<file path="config.mk">
export PLATFORM = sky130hd
export DESIGN_NAME = multicycle_sequencer
export DESIGN_NICKNAME = d
export VERILOG_FILES = /design/src/rtl/seq_pkg.sv /design/src/rtl/seq_wait_timer.sv /design/src/rtl/multicycle_sequencer.sv
export SDC_FILE = /design/constraint.sdc
export NUM_CORES = 1
export LEC_CHECK = 0
export BUFFER_PORTS_ARGS = -buffer_cell sky130_fd_sc_hd__buf_2
export CAP_MARGIN = 15
export CORE_MARGIN = 8
export CORE_UTILIZATION = 43
export CTS_CLUSTER_SIZE = 40
export DETAILED_ROUTE_END_ITERATION = 6
export PLACE_DENSITY = 0.84
export SYNTH_ARGS = -nofsm -noshare
export SYNTH_HDL_FRONTEND = slang
export SYNTH_SLANG_ARGS = --single-unit
</file>
<file path="constraint.sdc">
create_clock -name clk -period 1.4 [get_ports clk]
set_clock_uncertainty 0.1 [all_clocks]
set_input_delay 0.21 -clock clk [delete_from_list [all_inputs] [get_ports clk]]
set_output_delay 0.21 -clock clk [all_outputs]
set_load 0.005 [all_outputs]
</file>
<file path="src/rtl/seq_pkg.sv">
`default_nettype none
// ============================================================================
// Module   : seq_pkg
// Purpose  : Shared types for the multi-cycle sequencer of the 9-bit-ISA
//            datapath: opcode map, ALU operation codes, FSM states and the
//            opcode-to-ALU-operation mapping.
// Revision : 1.0 - initial release
// ============================================================================
package seq_pkg;

    // Opcode field, taken from IR[4:1]
    typedef enum logic [3:0] {
        OPC_LDI     = 4'd0,
        OPC_LD      = 4'd1,
        OPC_ST      = 4'd2,
        OPC_ADD     = 4'd3,
        OPC_SUB     = 4'd4,
        OPC_XOR     = 4'd5,
        OPC_OR      = 4'd6,
        OPC_AND     = 4'd7,
        OPC_JMP     = 4'd8,
        OPC_BEQ     = 4'd9,
        OPC_BLT     = 4'd10,
        OPC_BGT     = 4'd11,
        OPC_LS      = 4'd12,
        OPC_RS      = 4'd13,
        OPC_ILLEGAL = 4'd14,
        OPC_HALT    = 4'd15
    } opcode_e;

    typedef enum logic [3:0] {
        ALU_AND  = 4'b0000,
        ALU_XOR  = 4'b0001,
        ALU_OR   = 4'b0010,
        ALU_LS   = 4'b0011,
        ALU_RS   = 4'b0100,
        ALU_ADD  = 4'b0101,
        ALU_SUB  = 4'b0110,
        ALU_PASS = 4'b0111,
        ALU_BLT  = 4'b1000,
        ALU_BGT  = 4'b1001,
        ALU_BEQ  = 4'b1010
    } alu_op_e;

    typedef enum logic [2:0] {
        S_IDLE   = 3'd0,
        S_FETCH  = 3'd1,
        S_DECODE = 3'd2,
        S_EXEC   = 3'd3,
        S_MEM    = 3'd4,
        S_WB     = 3'd5,
        S_HALT   = 3'd6,
        S_ERR    = 3'd7
    } state_e;

    // ALU operation issued for each opcode; halt/illegal never execute,
    // so they fall back to the all-zero code.
    function automatic alu_op_e alu_op_for(input opcode_e op);
        case (op)
            OPC_LDI, OPC_LD, OPC_ST, OPC_JMP: return ALU_PASS;
            OPC_ADD: return ALU_ADD;
            OPC_SUB: return ALU_SUB;
            OPC_XOR: return ALU_XOR;
            OPC_OR:  return ALU_OR;
            OPC_AND: return ALU_AND;
            OPC_BEQ: return ALU_BEQ;
            OPC_BLT: return ALU_BLT;
            OPC_BGT: return ALU_BGT;
            OPC_LS:  return ALU_LS;
            OPC_RS:  return ALU_RS;
            default: return ALU_AND;
        endcase
    endfunction

endpackage
`default_nettype wire

</file>
<file path="src/rtl/seq_wait_timer.sv">
`default_nettype none
// ============================================================================
// Module   : seq_wait_timer
// Purpose  : Counts non-ready cycles while the sequencer waits on a memory
//            handshake and flags expiry on the cycle that would make the
//            count reach MEM_TIMEOUT.
// Ports    : clk, rst_n    - clock, asynchronous active-low reset
//            i_active      - sequencer is in a memory wait state
//            i_ready       - handshake ready for the current wait
//            o_expired     - this non-ready cycle is the last one allowed
// Revision : 1.0 - initial release
// ============================================================================
module seq_wait_timer #(
    parameter int MEM_TIMEOUT = 16
) (
    input  logic clk,
    input  logic rst_n,
    input  logic i_active,
    input  logic i_ready,
    output logic o_expired
);

    localparam logic [7:0] c_LAST_WAIT = 8'(MEM_TIMEOUT - 1);

    logic [7:0] r_cnt;

    // Every exit from a wait state happens on a ready cycle or goes to a
    // non-wait state, so clearing on ready/inactive gives a zero count on
    // every entry, including the direct MEM -> FETCH path of a store.
    always_ff @(posedge clk or negedge rst_n) begin
        if (!rst_n) begin
            r_cnt <= '0;
        end else if (!i_active || i_ready) begin
            r_cnt <= '0;
        end else begin
            r_cnt <= r_cnt + 8'd1;
        end
    end

    // Wait cycles are numbered from 0; ready on cycle MEM_TIMEOUT-1 is
    // still accepted because ready has priority over expiry.
    assign o_expired = i_active && !i_ready && (r_cnt == c_LAST_WAIT);

endmodule
`default_nettype wire

</file>
<file path="src/rtl/multicycle_sequencer.sv">
`default_nettype none
// ============================================================================
// Module   : multicycle_sequencer
// Purpose  : Multi-cycle control FSM for the 9-bit-ISA datapath
//            (FETCH, DECODE, EXEC, MEM, WB) with guarded memory waits.
// Ports    : clk, rst_n            - clock, asynchronous active-low reset
//            start                 - run request, honoured in IDLE/HALT only
//            instruction           - imem word, opcode in [4:1]
//            imem_ready/dmem_ready - memory handshakes
//            alu_cond              - branch compare result
//            imem_req, dmem_req, dmem_we, reg_we, mem_to_reg, imm_to_reg,
//            pc_clr, pc_inc, pc_load, alu_op - datapath controls
//            busy, done, err       - status
//            cycle_cnt, instr_cnt  - performance counters
// Config   : SEQ_PERF_CNT_EN - when defined, cycle_cnt/instr_cnt are live
//            saturating counters; otherwise both read 0.
// Revision : 1.0 - initial release
// ============================================================================
module multicycle_sequencer #(
    parameter int MEM_TIMEOUT = 16,
    parameter int CNT_W       = 16
) (
    input  logic             clk,
    input  logic             rst_n,
    input  logic             start,
    input  logic [8:0]       instruction,
    input  logic             imem_ready,
    input  logic             dmem_ready,
    input  logic             alu_cond,
    output logic             imem_req,
    output logic             dmem_req,
    output logic             dmem_we,
    output logic             reg_we,
    output logic             mem_to_reg,
    output logic             imm_to_reg,
    output logic             pc_clr,
    output logic             pc_inc,
    output logic             pc_load,
    output logic [3:0]       alu_op,
    output logic             busy,
    output logic             done,
    output logic             err,
    output logic [CNT_W-1:0] cycle_cnt,
    output logic [CNT_W-1:0] instr_cnt
);

    import seq_pkg::*;

    state_e  r_state;
    logic [8:0] r_ir;
    alu_op_e r_alu_op;

    opcode_e w_opc;
    logic    w_is_branch;
    logic    w_start_acc;
    logic    w_wait_active;
    logic    w_wait_ready;
    logic    w_expired;
    logic    w_unused_ir;

    assign w_opc       = opcode_e'(r_ir[4:1]);
    assign w_is_branch = (w_opc == OPC_BEQ) || (w_opc == OPC_BLT) || (w_opc == OPC_BGT);
    // Gated by rst_n so pc_clr stays low while reset is held.
    assign w_start_acc = rst_n && start && ((r_state == S_IDLE) || (r_state == S_HALT));
    assign w_wait_active = (r_state == S_FETCH) || (r_state == S_MEM);
    assign w_wait_ready  = (r_state == S_FETCH) ? imem_ready : dmem_ready;
    // Only the opcode field steers control; the operand bits go to the datapath.
    assign w_unused_ir = ^{r_ir[8:5], r_ir[0]};
    assign alu_op      = r_alu_op;

    seq_wait_timer #(
        .MEM_TIMEOUT (MEM_TIMEOUT)
    ) u_wait_timer (
        .clk       (clk),
        .rst_n     (rst_n),
        .i_active  (w_wait_active),
        .i_ready   (w_wait_ready),
        .o_expired (w_expired)
    );

    always_ff @(posedge clk or negedge rst_n) begin
        if (!rst_n) begin
            r_state  <= S_IDLE;
            r_ir     <= '0;
            r_alu_op <= ALU_AND;
        end else begin
            case (r_state)
                S_IDLE: begin
                    if (w_start_acc) r_state <= S_FETCH;
                end
                S_FETCH: begin
                    if (imem_ready) begin
                        r_ir    <= instruction;
                        r_state <= S_DECODE;
                    end else if (w_expired) begin
                        r_state <= S_ERR;
                    end
                end
                S_DECODE: begin
                    r_alu_op <= alu_op_for(w_opc);
                    if (w_opc == OPC_HALT)         r_state <= S_HALT;
                    else if (w_opc == OPC_ILLEGAL) r_state <= S_ERR;
                    else                           r_state <= S_EXEC;
                end
                S_EXEC: begin
                    if ((w_opc == OPC_LD) || (w_opc == OPC_ST)) r_state <= S_MEM;
                    else if ((w_opc == OPC_JMP) || w_is_branch) r_state <= S_FETCH;
                    else                                        r_state <= S_WB;
                end
                S_MEM: begin
                    if (dmem_ready) begin
                        if (w_opc == OPC_LD) r_state <= S_WB;
                        else                 r_state <= S_FETCH;
                    end else if (w_expired) begin
                        r_state <= S_ERR;
                    end
                end
                S_WB: begin
                    r_state <= S_FETCH;
                end
                S_HALT: begin
                    if (w_start_acc) r_state <= S_FETCH;
                end
                S_ERR: begin
                    r_state <= S_ERR;
                end
                default: begin
                    r_state <= S_IDLE;
                end
            endcase
        end
    end

    // Per-phase strobes decoded from the current state (and, for the
    // branch and store-completion cycles, from the qualifying input).
    always_comb begin
        imem_req   = 1'b0;
        dmem_req   = 1'b0;
        dmem_we    = 1'b0;
        reg_we     = 1'b0;
        mem_to_reg = 1'b0;
        imm_to_reg = 1'b0;
        pc_inc     = 1'b0;
        pc_load    = 1'b0;
        pc_clr     = w_start_acc;
        busy       = (r_state != S_IDLE) && (r_state != S_HALT) && (r_state != S_ERR);
        done       = (r_state == S_HALT) || (r_state == S_ERR);
        err        = (r_state == S_ERR);
        case (r_state)
            S_FETCH: imem_req = 1'b1;
            S_EXEC: begin
                if (w_opc == OPC_JMP) begin
                    pc_load = 1'b1;
                end else if (w_is_branch) begin
                    pc_load = alu_cond;
                    pc_inc  = !alu_cond;
                end
            end
            S_MEM: begin
                dmem_req = 1'b1;
                dmem_we  = (w_opc == OPC_ST);
                // A store retires on its completion cycle; a load retires in WB.
                pc_inc   = (w_opc == OPC_ST) && dmem_ready;
            end
            S_WB: begin
                reg_we     = 1'b1;
                pc_inc     = 1'b1;
                mem_to_reg = (w_opc == OPC_LD);
                imm_to_reg = (w_opc == OPC_LDI);
            end
            default: ;
        endcase
    end

`ifdef SEQ_PERF_CNT_EN
    logic [CNT_W-1:0] r_cycle_cnt;
    logic [CNT_W-1:0] r_instr_cnt;

    always_ff @(posedge clk or negedge rst_n) begin
        if (!rst_n) begin
            r_cycle_cnt <= '0;
            r_instr_cnt <= '0;
        end else if (w_start_acc) begin
            r_cycle_cnt <= '0;
            r_instr_cnt <= '0;
        end else begin
            if (busy && !(&r_cycle_cnt))
                r_cycle_cnt <= r_cycle_cnt + 1'b1;
            if ((pc_inc || pc_load) && !(&r_instr_cnt))
                r_instr_cnt <= r_instr_cnt + 1'b1;
        end
    end

    assign cycle_cnt = r_cycle_cnt;
    assign instr_cnt = r_instr_cnt;
`else
    assign cycle_cnt = '0;
    assign instr_cnt = '0;
`endif

endmodule
`default_nettype wire

</file>
==> results of run 1 <==
## power by group through the flow
stage               clock network [mW]  logic [mW]  registers [mW]
finish                           0.295        2.81           0.941
global route                     0.323        3.03           0.958
CTS                              0.299        2.25           0.883
detailed placement                   0        1.83           0.903
global placement                     0        1.76           0.889
floorplan                            0        1.12           0.846
## cell usage after synthesis, types with 2 or more instances
cell type	instances	share of area
a21o_1	2	0.010
buf_2	6	0.021
ha_1	5	0.044
and3_1	5	0.022
xor2_1	2	0.012
nand4_1	2	0.0087
nor2b_1	5	0.022
mux2_2	2	0.016
nor2_1	15	0.039
a21oi_1	5	0.017
inv_1	5	0.013
o2111ai_1	2	0.012
nand2b_1	2	0.0087
and2_1	2	0.0087
dfrtp_1	19	0.33
o31ai_1	3	0.016
o21ai_0	7	0.024
nand2_1	14	0.037
mux2i_1	2	0.014
buf_4	32	0.17
xnor2_1	4	0.024
o21ai_1	2	0.0070
nor3_1	4	0.014
nor3b_2	2	0.017
nand3_1	3	0.010
## critical path, cell delays in order (launching register included)
cell	delay, ns
dfrtp_1	0.43
buf_4	0.16
ha_4	0.19
and3_4	0.18
a21oi_4	0.12
o31ai_1	0.08
buf_2	0.13
## flip-flops by register name, indices dropped and copies added, names as in the netlist
signal              flops
u_wait_timer.r_cnt      8
r_ir                    4
r_state                 3
alu_op                  4
## worst max path at each step
stage | start | end | slack, ns | cells past startpoint
finish | r_ir[2] | pc_inc | -0.51 | 6
global route | r_ir[2] | pc_inc | -0.56 | 6
CTS | r_ir[1] | pc_inc | -0.46 | 6
detailed placement | r_ir[1] | pc_inc | -0.22 | 6
global placement | r_ir[1] | pc_inc | -0.18 | 6
floorplan | r_state[0] | r_ir[3] | -0.01 | 4
## through the flow
step	hold WS (ns)	cells	util	worst slack, ns
final	0.02658	287	0.6632	-0.5072
after global routing	0.02287	287	0.6632	-0.5586
after CTS	0.01969	280	0.5970	-0.4629
after detailed placement	-0.05765	262	0.5223	-0.2163
after global placement	-0.05596	262	0.5223	-0.1806
after floorplan	-0.1856	199	-	-0.01201
## what timing repair did
item | CTS | global route
hold buffers | 2 | 0
setup buffers | 12 | 11
gates resized for setup | 32 | 41
gates cloned | 0 | 0
endpoints found under the hold margin | 20 | 0
pin swaps | 11 | 18
setup endpoints to repair | 31 | 31
## cell type report
cell class / instances / area (um2) / area share
clock buffers: 3 / 22.52 / 0.01034
clock inverters: 1 / 5.005 / 0.002298
inverters: 6 / 27.53 / 0.01264
multi-input cells: 135 / 978.4 / 0.4492
flip-flops and latches: 19 / 480.5 / 0.2206
well taps: 46 / 57.56 / 0.02642
repair buffers: 77 / 606.8 / 0.2786
## cell families (layout without fill, tap and decap cells)
logic type,after synthesis,in the layout
compound gates,30,30
xor+xnor,6,6
fa+ha+maj,5,5
buf+inv,45,87
flops,19,19
mux,4,4
other cells,1,32
simple gates,58,58
## metal layers
| metal | vias up | share of wire |
|---|---|---|
| met1 | 645 | 0.37 |
| met4 | 0 | 0.018 |
| met5 | - | 0 |
| met2 | 64 | 0.52 |
| met3 | 8 | 0.093 |
| li1 | 663 | - |
==> flow_metrics.tcl, run 1 <==
set metrics [dict create \
    async_flop_share 1.000 \
    fmax_mhz 524.3 \
    fin_ws_ns -0.5072 \
    clockPowerShare 0.073 \
    ys.flop_type "dfrtp_1" \
    synth-seq-cells 19 \
    clock_path_buffers 2 \
    r2r_end "r_ir[3]" \
    post-route-drc-count 0 \
    grt_pass1_vias 1270 \
    final_layout_size_suffix_gt1_frac 0.4979 \
    synth_enable_flop_cells 0 \
    synth-compound-area-share 0.1437 \
    initialDrtViolationCount 71 \
    yosys.area_share.adder 0.04355 \
    synthMuxAreaShare 0.02962 \
    gp_congestion 0.8567 \
    power_frac_comb 0.695 \
    antenna_found_initial 0 \
    syn_area_per_cell_um2 8.550 \
    drv_slew 0 \
    busiest_layer "met2" \
    ys_types 41 \
    met3_usage 0.04093 \
    synth-xor-area-share 0.03659 \
    switching_power_mw 1.656 \
    clkSinkCount 19 \
    grt_use_total 0.1394 \
    start_util 0.4373 \
    first_pass_iters 4 \
    ir_drop_mv 1.137 \
    final_area_mm2 0.002178 \
    placed_area_mm2 0.001715 \
    setup_tns_ns -6.161 \
    min_period_ns 1.907 \
    grt_pass1_wl_um 5920 \
    vias 1380 \
    reg2reg_depth 5 \
    violations "setup timing" \
    worstHoldStart "instruction[4]" \
    power.share.switching 0.4090 \
    fp.coreArea_mm2 0.003284 \
    final_cell_mix "conb_1 (32), buf_4 (32), buf_2 (22)" \
    critPathCaptureType "output port" \
    ios 63 \
    cts_buffers 3 \
    hold_viol 0 \
    met1_usage 0.1586 \
    wirelength_um 4242 \
    viasPerCell 4.808 \
    post_drt_wl_per_cell_um 14.78 \
    ys_seq_area_frac 0.3310 \
    min_to "r_ir[4]" \
    holdCritPathClass "input pin to flop" \
    worstPathMaxFanout 6 \
    startpoint_type "flop" \
    dpl.hpwl_um 2773 \
    cap_violations 0 \
    synth_cells 168 \
    area_growth_pct 51.66 \
    setup_viol 31 \
    insertion_delay_ns 0.30 \
    ant_nets 0 \
    cts.clk_slew.worst_paths_ns 0.12 \
    syn_area_mm2 0.001436 \
    whs_path_depth 2 \
    num_antenna_cells 0 \
    die_h_um 73.80 \
    crit_required_ns 1.09 \
    worstPathArrival_ns 1.60 \
    grtUsageMet2 0.2431 \
    period_share 1.362 \
    nets 262 \
    num_rows 21 \
    synth_simple_gate_area_frac 0.2064 \
    total_power_mw 4.049 \
    cts_tree "yes" \
    fill_cells 250 \
    rsz0062_at_grt "yes" \
    cts_root_buffer "clkbuf_4" \
    numPortBuffers 25 \
    p_int_mw 2.393 \
    seq_power_share 0.233 \
    synth_top_family_by_area "simple AND/OR/NAND/NOR gates" \
    overflow 0 \
    fp.dieW_um 73.80 \
    htree_levels 1 \
    dieArea_mm2 0.005446 \
    power.density_mw_per_mm2 1859 \
    worst-r2r-setup-slack_ns -0.28 \
    yosysWarnings 0 \
    grt_max_degree 17 \
    path_class "flop to output port" \
    leakage_nw 1.050 \
    status "finished with violations" \
    r2r-start "r_state[1]" \
]
(Power assumes the default switching activity.)
==> run 2: changes to the inputs <==
==> constraint.sdc (replaced) <==
create_clock -name clk -period 1.4 [get_ports clk]
set_clock_uncertainty 0.1 [all_clocks]
set_input_delay 0.07 -clock clk [delete_from_list [all_inputs] [get_ports clk]]
set_output_delay 0.07 -clock clk [all_outputs]
set_load 0.005 [all_outputs]
==> flow_metrics.tcl, run 2 (synthesized netlist as in run 1, its figures left out) <==
set metrics [dict create \
    holdCritPathClass "input pin to flop" \
    min_to "r_state[0]" \
    leakage_nw 1.090 \
    total_power_mw 4.506 \
    final_cell_mix "conb_1 (32), buf_4 (30), buf_6 (29)" \
    worstPathArrival_ns 1.60 \
    die_h_um 73.80 \
    placed_area_mm2 0.001672 \
    initialDrtViolationCount 64 \
    area_growth_pct 68.21 \
    ios 63 \
    numPortBuffers 25 \
    vias 1490 \
    num_rows 21 \
    grt_pass1_vias 1406 \
    first_pass_iters 4 \
    start_util 0.4373 \
    power.density_mw_per_mm2 1865 \
    grt_max_degree 18 \
    fp.coreArea_mm2 0.003284 \
    path_class "flop to output port" \
    worstPathMaxFanout 5 \
    antenna_found_initial 0 \
    cts.clk_slew.worst_paths_ns 0.12 \
    fp.dieW_um 73.80 \
    final_area_mm2 0.002416 \
    cts_root_buffer "clkbuf_4" \
    drv_slew 0 \
    wirelength_um 4913 \
    grt_use_total 0.1570 \
    period_share 1.267 \
    r2r-start "r_state[2]" \
    final_common_cell "conb_1" \
    largest_register_ff_count 8 \
    r2r_end "r_ir[4]" \
    gp_congestion 0.9128 \
    clkSinkCount 19 \
    violations "setup timing" \
    cts_buffers 3 \
    post_drt_wl_per_cell_um 16.77 \
    num_antenna_cells 0 \
    dieArea_mm2 0.005446 \
    whs_path_depth 4 \
    ant_nets 0 \
    setup_viol 31 \
    place_ws_ns -0.1659 \
    reg2reg_depth 4 \
    final_cells 293 \
    min_period_ns 1.773 \
    rsz0062_at_grt "yes" \
    post-route-drc-count 0 \
    hold_viol 0 \
    critPathCaptureType "output port" \
    status "finished with violations" \
    setup_tns_ns -4.083 \
    cts_tree "yes" \
    clock_path_buffers 2 \
    startpoint_type "flop" \
    insertion_delay_ns 0.30 \
    largest_register "u_wait_timer.r_cnt" \
    overflow 0 \
    path_cells "buf_6 > ha_4 > o311ai_4 > a21oi_2 > buf_2" \
    final_layout_size_suffix_gt1_frac 0.5870 \
    worstHoldStart "imem_ready" \
    htree_levels 1 \
    nets 268 \
    viasPerCell 5.085 \
    fmax_mhz 563.9 \
    ir_drop_mv 0.8245 \
    grt_pass1_wl_um 6624 \
    crit_required_ns 1.23 \
    fin_ws_ns -0.3735 \
    critPathMaxStageDelay_ns 0.44 \
    cpMaxStageDelayCell "dfrtp_1" \
    fill_cells 208 \
    placed_cells 258 \
    cap_violations 0 \
    worst-r2r-setup-slack_ns -0.21 \
    dpl.hpwl_um 2732 \
]
[run 2: report_power, final]
group	switching (mW)	leakage, nW	internal, mW
Sequential	0.208	0.242	0.723
Combinational	1.53	0.830	1.76
Clock	0.179	0.0177	0.106
Total	1.92	1.09	2.59
[run 2: how the worst max path moves through the flow]
stage                     startpoint       to  depth (start not counted)
after floorplan           r_state[2]  r_ir[3]                          4
after global placement       r_ir[2]  pc_load                          5
after detailed placement     r_ir[1]  pc_load                          5
after CTS                    r_ir[2]   pc_inc                          6
after global routing         r_ir[2]  pc_load                          5
final                        r_ir[2]  pc_load                          5
[run 2: per-layer routing]
layer | part of all wire | GRT usage
met1 | 0.37 | 0.1680
met2 | 0.52 | 0.2766
met3 | 0.084 | 0.02592
met4 | 0.020 | 0.1020
met5 | 0 | 0
[run 2: what timing repair did]
item | CTS | global route
hold buffers | 6 | 0
setup endpoints to repair | 30 | 31
gates resized for setup | 60 | 58
endpoints found under the hold margin | 23 | 0
pin swaps | 17 | 24
buffers inserted | 16 | 13
[run 2: layout make-up]
| class | instances | area (um2) | area share |
|---|---|---|---|
| tap | 46 | 57.56 | 0.02382 |
| multi-input combinational | 135 | 1122 | 0.4645 |
| clock inverter | 1 | 5.005 | 0.002071 |
| clock buffer | 3 | 22.52 | 0.009322 |
| inverter | 6 | 27.53 | 0.01139 |
| timing repair buffer | 83 | 701.9 | 0.2905 |
| sequential | 19 | 479.2 | 0.1983 |
[run 2: critical path: cells and delay by family, from the launching register on]
family	cells	cell delay [ns]
flip-flops	1	0.44
AO/OA/AOI/OAI	2	0.41
buffers and inverters	2	0.27
adder cells (fa/ha/maj)	1	0.18
[run 2: through the flow]
step	hold WS [ns]	util
detailed placement	-0.2007	0.5090
floorplan	-0.3256	-
CTS	0.03574	0.6465
global placement	-0.2078	0.5090
global route	0.09225	0.7356
finish	0.09918	0.7356
